$ cat config.mk
export PLATFORM = sky130hd
export DESIGN_NAME = core_ctrl
export DESIGN_NICKNAME = d
export VERILOG_FILES = /design/src/rtl/riscv_defines.sv /design/src/rtl/core_ctrl.sv
export SDC_FILE = /design/constraint.sdc
export NUM_CORES = 1
export LEC_CHECK = 0
export CAP_MARGIN = 20
export CORE_AREA = 4 4 115 117
export DETAILED_ROUTE_END_ITERATION = 12
export DIE_AREA = 0 0 119 121
export GPL_TIMING_DRIVEN = 0
export HOLD_SLACK_MARGIN = 0.06
export PLACE_DENSITY = 0.84
export SLEW_MARGIN = 5
export SYNTH_ARGS = -nofsm -noshare
export SYNTH_HDL_FRONTEND = slang
export SYNTH_SLANG_ARGS = --single-unit
$ cat constraint.sdc
create_clock -name clk -period 4.9 [get_ports clk]
set_input_delay 0.735 -clock clk [delete_from_list [all_inputs] [get_ports clk]]
set_output_delay 0.735 -clock clk [all_outputs]
set_load 0.02 [all_outputs]
$ cat src/rtl/riscv_defines.sv
// Shared widths, encodings and controller state type for the RV32I core.
package riscv_defines;

    localparam int RISCV_WORD_WIDTH = 32;
    localparam int RISCV_ADDR_WIDTH = 32;

    // addi x0, x0, 0: what the decoder sees before the first real fetch.
    localparam logic [RISCV_WORD_WIDTH-1:0] INSTR_NOP = 32'h0000_0013;

    typedef enum logic [2:0] {
        BOOT       = 3'd0,
        FETCH_REQ  = 3'd1,
        FETCH_WAIT = 3'd2,
        EXECUTE    = 3'd3,
        TRAP       = 3'd4,
        HALTED     = 3'd5
    } ctrl_state_t;

endpackage

$ cat src/rtl/core_ctrl.sv
// Multi-cycle sequencer for the single-issue RV32I core: fetch handshake,
// instruction/PC latch for the decoder, one-cycle register-file write gate,
// PC advance, illegal-instruction trap redirect and halt handling.
module core_ctrl
    import riscv_defines::*;
#(
    parameter logic [RISCV_ADDR_WIDTH-1:0] RESET_PC    = 32'h0000_0000,
    parameter logic [RISCV_ADDR_WIDTH-1:0] TRAP_VECTOR = 32'h0000_0100
) (
    input  logic                        clk,
    input  logic                        rst_n,
    output logic                        instr_req_o,
    output logic [RISCV_ADDR_WIDTH-1:0] instr_addr_o,
    input  logic                        instr_gnt_i,
    input  logic                        instr_rvalid_i,
    input  logic [RISCV_WORD_WIDTH-1:0] instr_rdata_i,
    output logic [RISCV_WORD_WIDTH-1:0] instr_o,
    output logic [RISCV_ADDR_WIDTH-1:0] instr_addr_q_o,
    input  logic                        dec_rf_we_i,
    input  logic                        dec_illegal_i,
    output logic                        rf_we_o,
    input  logic                        halt_i,
    output logic                        halted_o,
    output logic                        trap_o,
    output logic [RISCV_ADDR_WIDTH-1:0] trap_pc_o,
    output logic [31:0]                 instret_o
);

    // The PC is kept as a word index so its two low bits are zero by construction.
    localparam int PCW = RISCV_ADDR_WIDTH - 2;
    localparam logic [PCW-1:0] RESET_PC_W    = RESET_PC[RISCV_ADDR_WIDTH-1:2];
    localparam logic [PCW-1:0] TRAP_VECTOR_W = TRAP_VECTOR[RISCV_ADDR_WIDTH-1:2];

    ctrl_state_t                 r_state;
    logic [PCW-1:0]              r_pc;
    logic [RISCV_WORD_WIDTH-1:0] r_instr;
    logic [RISCV_ADDR_WIDTH-1:0] r_instr_addr_q;
    logic [31:0]                 r_instret;

    ctrl_state_t                 w_state_next;
    logic [PCW-1:0]              w_pc_next;
    logic [RISCV_WORD_WIDTH-1:0] w_instr_next;
    logic [RISCV_ADDR_WIDTH-1:0] w_instr_addr_q_next;
    logic [31:0]                 w_instret_next;
    logic                        w_rf_we;
    logic [RISCV_ADDR_WIDTH-1:0] w_pc_byte;

    assign w_pc_byte = {r_pc, 2'b00};

    // State and datapath registers; reset returns everything to the boot image.
    always_ff @(posedge clk or negedge rst_n) begin
        if (!rst_n) begin
            r_state        <= BOOT;
            r_pc           <= RESET_PC_W;
            r_instr        <= INSTR_NOP;
            r_instr_addr_q <= {RESET_PC_W, 2'b00};
            r_instret      <= 32'd0;
        end else begin
            r_state        <= w_state_next;
            r_pc           <= w_pc_next;
            r_instr        <= w_instr_next;
            r_instr_addr_q <= w_instr_addr_q_next;
            r_instret      <= w_instret_next;
        end
    end

    // Next-state, datapath update and the input-dependent write gate.
    always_comb begin
        w_state_next        = r_state;
        w_pc_next           = r_pc;
        w_instr_next        = r_instr;
        w_instr_addr_q_next = r_instr_addr_q;
        w_instret_next      = r_instret;
        w_rf_we             = 1'b0;

        case (r_state)
            BOOT: begin
                w_state_next = FETCH_REQ;
            end
            FETCH_REQ: begin
                // Request and address stay put until the memory accepts.
                if (instr_gnt_i) begin
                    w_state_next = FETCH_WAIT;
                end
            end
            FETCH_WAIT: begin
                if (instr_rvalid_i) begin
                    w_instr_next        = instr_rdata_i;
                    w_instr_addr_q_next = w_pc_byte;
                    w_state_next        = EXECUTE;
                end
            end
            EXECUTE: begin
                if (dec_illegal_i) begin
                    // Nothing retires; the trap cycle redirects the PC.
                    w_state_next = TRAP;
                end else begin
                    w_rf_we        = dec_rf_we_i;
                    w_pc_next      = r_pc + 1'b1;
                    w_instret_next = r_instret + 32'd1;
                    w_state_next   = halt_i ? HALTED : FETCH_REQ;
                end
            end
            TRAP: begin
                w_pc_next    = TRAP_VECTOR_W;
                w_state_next = halt_i ? HALTED : FETCH_REQ;
            end
            HALTED: begin
                if (!halt_i) begin
                    w_state_next = FETCH_REQ;
                end
            end
            default: begin
                w_state_next = BOOT;
            end
        endcase
    end

    assign instr_req_o    = (r_state == FETCH_REQ);
    assign instr_addr_o   = w_pc_byte;
    assign instr_o        = r_instr;
    assign instr_addr_q_o = r_instr_addr_q;
    assign rf_we_o        = w_rf_we;
    assign halted_o       = (r_state == HALTED);
    assign trap_o         = (r_state == TRAP);
    assign trap_pc_o      = (r_state == TRAP) ? r_instr_addr_q : '0;
    assign instret_o      = r_instret;

endmodule

## Word-level counts from Yosys, hierarchy flattened

Index checks and enable logic that the tools add are counted.

- Register bits after elaboration: 127
- Bits of input ports: 39
- Output and inout port bits: 164

- Add/subtract/negate cells: 2
- Eq/ne operators: 9
- Mux-type cells: 11
- Bitwise logic cells: 1
- Reduce and logical (&&, ||, !) cells: 6

Operator list:

| kind | number |
|---|---|
| $pmux W30 S2 | 1 |
| $add A32 B1 Y32 const B | 1 |
| $mux W32 | 1 |
| $add A30 B1 Y30 const B | 1 |
| $mux W30 | 1 |
| $pmux W3 S6 | 1 |
| $mux W3 | 5 |
| $eq A3 B2 Y1 const B | 2 |
| $eq A3 B3 Y1 const B | 2 |
| $ne A2 B2 Y1 const B | 3 |
| $reduce_and A2 Y1 | 3 |
| $eq A3 B1 Y1 const B | 1 |
| $logic_not A3 Y1 | 1 |
| $reduce_and A3 Y1 | 1 |
| $mux W1 | 2 |
| $ne A2 B1 Y1 const B | 1 |
| $reduce_bool A2 Y1 | 1 |
| $not A1 Y1 | 1 |

## Depth between registers and ports, before layout

- Depth in word-level cells: 3
- Gate-level depth with buffers: 7

## Worst setup path after synthesis

Ideal clock, no wire load.

- Path kind: input -> output
- Start point: input dec_illegal_i
- End point: output rf_we_o
- Arrival: 1785 ps
- Data required time: 4165 ps
- Path slack: 2380 ps
- Stages on the path: 4
- Path buffers: 2
- Cell sequence: and4bb_4 buf_4 clkbuf_1 and2_1

- Word-level cells in the longest chain between the ends: 2

RTL lines:

| what | RTL line | RTL |
|---|---|---|
| start: declaration | core_ctrl.sv:20 | `input logic dec_illegal_i,` |
| $mux W1 | core_ctrl.sv:94 | `if (dec_illegal_i) begin` |
| $mux W1 | core_ctrl.sv:76 | `case (r_state)` |
| end: declaration | core_ctrl.sv:21 | `output logic rf_we_o,` |

No other way between the ends.

## Final worst setup path

- Start point: register r_state[1]
- End point: output trap_pc_o[3]

- Word-level cells in the longest chain between the ends: 2

RTL lines:

| what | RTL line | RTL |
|---|---|---|
| start: declaration | core_ctrl.sv:34 | `ctrl_state_t r_state;` |
| start signal: assignment | core_ctrl.sv:59 | `r_state <= w_state_next;` |
| $eq A3 B3 Y1 | core_ctrl.sv:126 | `assign trap_pc_o = (r_state == TRAP) ? r_instr_addr_q : '0;` |
| $mux W32 | core_ctrl.sv:126 |  |
| end: declaration | core_ctrl.sv:25 | `output logic [RISCV_ADDR_WIDTH-1:0] trap_pc_o,` |

No other way between the ends.

==> results_dict.tcl <==
set metrics [dict create \
    status "completed" \
    diodes 0 \
    ys_ff_latch 127 \
    die_area_mm2 0.01440 \
    worstMarginPinSlew_ps 613.5 \
    drt_pass1_iterations 4 \
    place_congestion 0.8396 \
    grt_max_degree 65 \
    core_mm2 0.01236 \
    reg2reg_slack_ps 2560 \
    p_leak_nw 3.762 \
    hpwl_um 11450 \
    crit_fanout 10 \
    crit_path_end_kind "output port" \
    synth_area_mm2 0.005867 \
    startpoint "r_state[1]" \
    yosysUniqueCellTypes 45 \
    vias 4781 \
    power_switching_share_pct 29.89 \
    setup_ws_ps 1124 \
    power_density_mw_per_mm2 414.3 \
    intPower_w 0.002512 \
    post_cts_buffers 0 \
    synth_area_leaders "dfrtp_1 53%, mux2_2 9.0%, and2_1 3.5%" \
    synthFlopType "dfrtp_1" \
    placedCellCount 876 \
    worst-endpoint-arrival_ps 3040 \
    r2r_start "r_state[1]" \
    drcViolationCount 0 \
    clk_transition_reported_paths_ps 50 \
    p_switching_w 0.001071 \
    avgViaCountPerCell 5.265 \
    seq_area_frac_synth_pct 54.23 \
    overflow 0 \
    antenna_found_initial 0 \
    insertion_delay_ps 410 \
    async_flop_share_pct 100.0 \
    first_iter_violations 270 \
    setup_viol 0 \
    cts_hold_buf 0 \
    track_usage_pct 22.26 \
    chipHeight_um 121 \
    avgRoutedWirePerCell_um 17.13 \
    cts.sinks 127 \
    hp-class "input pin to async pin" \
    grt_pass1_vias 4871 \
    instances_no_fill 908 \
    postRouteAntennaNets 0 \
    pwr-share-seq_pct 37.8 \
    io_pins 203 \
    synth_top_area_share_pct 52.89 \
    hold_violations 0 \
    synthCells 502 \
    cts_resized 0 \
    avgSynthCellArea_um2 11.69 \
    syn_to_final_growth_pct 47.39 \
    required_ps 4160 \
    placed_area_mm2 0.008092 \
    min_period_ps 3776 \
    layout_commonest_cell "clkdlybuf4s50_1" \
    final_layout_size_suffix_gt1_share_pct 15.35 \
    maxCapViolations 0 \
    synth_edf_count 0 \
    path_class "flip-flop to output port" \
    clock.fmax_ghz 0.2648 \
    r2r_end "r_pc[17]" \
    fin_nets 764 \
    fill_cells 898 \
    regArea_mm2 0.003182 \
    clock_skew_ps 5.923 \
    cts_buffers 17 \
    synth_area_leader_cell "dfrtp_1" \
    multi_input_area_mm2 0.002482 \
    rr_worst_depth 6 \
    rsz0062_at_grt "no" \
    die_w_um 119 \
    slew_headroom_pct 59.10 \
    start_util_pct 47.45 \
    cts-root-buf "clkbuf_16" \
    post-route-period-util_pct 77.07 \
    final_cell_area_mm2 0.008647 \
    cts_max_path_buffers 2 \
    port_buffers 196 \
    start_kind "flip-flop" \
    timing.hold.ws_ps 301.6 \
    synth_warnings 0 \
    drt_wl_total_um 15560 \
    layout_common_cells "195 x clkdlybuf4s50_1, 124 x dfrtp_1, 47 x mux2_2" \
    rows 41 \
    vdd_drop_max_v 0.0001957 \
    clockPowerShare_pct 32.8 \
    final-max-slew-violation-count 0 \
    grt_pass1_wl_um 25390 \
    cts_tree "yes" \
    ctsHtreeMaxLevel 4 \
    combPwrFrac_pct 29.4 \
    place_ws_ps 1203 \
]
==> routing by layer <==
| metal | routed length (um) | share of wire, % | track usage [%] | vias to the layer above |
|---|---|---|---|---|
| met5 | 0 | 0 | 0 | - |
| met4 | 420 | 2.7 | 9.993 | 0 |
| met3 | 922 | 5.9 | 6.107 | 35 |
| met2 | 7840 | 50 | 36.56 | 195 |
| met1 | 6371 | 41 | 27.54 | 2333 |
| li1 | - | - | - | 2218 |
==> how the worst max path moves through the flow <==
stage / endpoint / slack (ps) / cells after the start
CTS: trap_pc_o[3] / 1050 / 6
finish: trap_pc_o[3] / 1120 / 6
floorplan: rf_we_o / 2380 / 4
global placement: instret_o[15] / -1750 / 1
global route: trap_pc_o[7] / 970 / 6
detailed placement: rf_we_o / 1200 / 6
==> sequential cells by signal (all words and copies together) (netlist names) <==
register	cells
instr_o	32
instret_o	32
instr_addr_q_o	30
r_pc	30
r_state	3
==> stage by stage <==
stage	TNS [ps]	total power (W)	util, %
after global placement	-215920	0.002395	65.22
after CTS	0	0.003623	69.94
after global routing	0	0.003755	69.94
after floorplan	0	0.001903	-
final	0	0.003583	69.94
after detailed placement	0	0.002438	65.45
==> layout make-up <==
| type | instances | share of cell area (%) |
|---|---|---|
| Inverter | 10 | 0.4341 |
| Clock buffer | 25 | 5.730 |
| Multi-Input combinational cell | 337 | 28.71 |
| Tap cell | 172 | 2.489 |
| Clock inverter | 7 | 0.6945 |
| Timing Repair Buffer | 197 | 23.02 |
| Buffer | 33 | 2.127 |
| Sequential cell | 127 | 36.80 |
==> cells in the mapped netlist, types with 3 or more instances <==
library cell / number
dfrtp_1: 124
buf_2: 12
inv_1: 10
buf_4: 10
clkbuf_1: 10
and3_1: 7
mux2_2: 47
and4_1: 8
a21oi_1: 22
and2_1: 33
mux2_1: 15
nor3_1: 13
or3_1: 5
nand4_1: 14
or4_1: 13
o31ai_1: 12
nand3_1: 22
xor2_1: 21
nor2_1: 14
dfstp_2: 3
nand3b_1: 3
o21ai_0: 9
nand2_1: 29
nor4_1: 3
xnor2_1: 17
==> power by group through the flow <==
| stage | logic, W | registers (W) | clock network [W] |
|---|---|---|---|
| after global placement | 0.00104 | 0.00136 | 0 |
| after CTS | 0.00107 | 0.00136 | 0.00120 |
| after floorplan | 0.000337 | 0.00157 | 0 |
| final | 0.00105 | 0.00135 | 0.00117 |
| after detailed placement | 0.00106 | 0.00137 | 0 |
| after global routing | 0.00113 | 0.00138 | 0.00125 |
==> critical path, stage by stage, from the launching register on <==
cell,delay [ps]
dfrtp_1,400
clkbuf_1,190
or3b_2,550
inv_1,160
clkbuf_1,500
and2_1,210
clkdlybuf4s50_1,630
==> cell families after synthesis <==
family                   after synthesis  synth area share [%]
AO/OA/AOI/OAI                         49                 4.969
XOR/XNOR                              38                 5.673
adder cells (fa/ha/maj)                2                0.4265
buffers and inverters                 43                 3.775
flip-flops                           127                 54.23
multiplexers                          62                 11.90
other                                  1               0.06392
AND/OR/NAND/NOR                      180                 18.96
No activity file was read; power rests on OpenSTA's default activity.
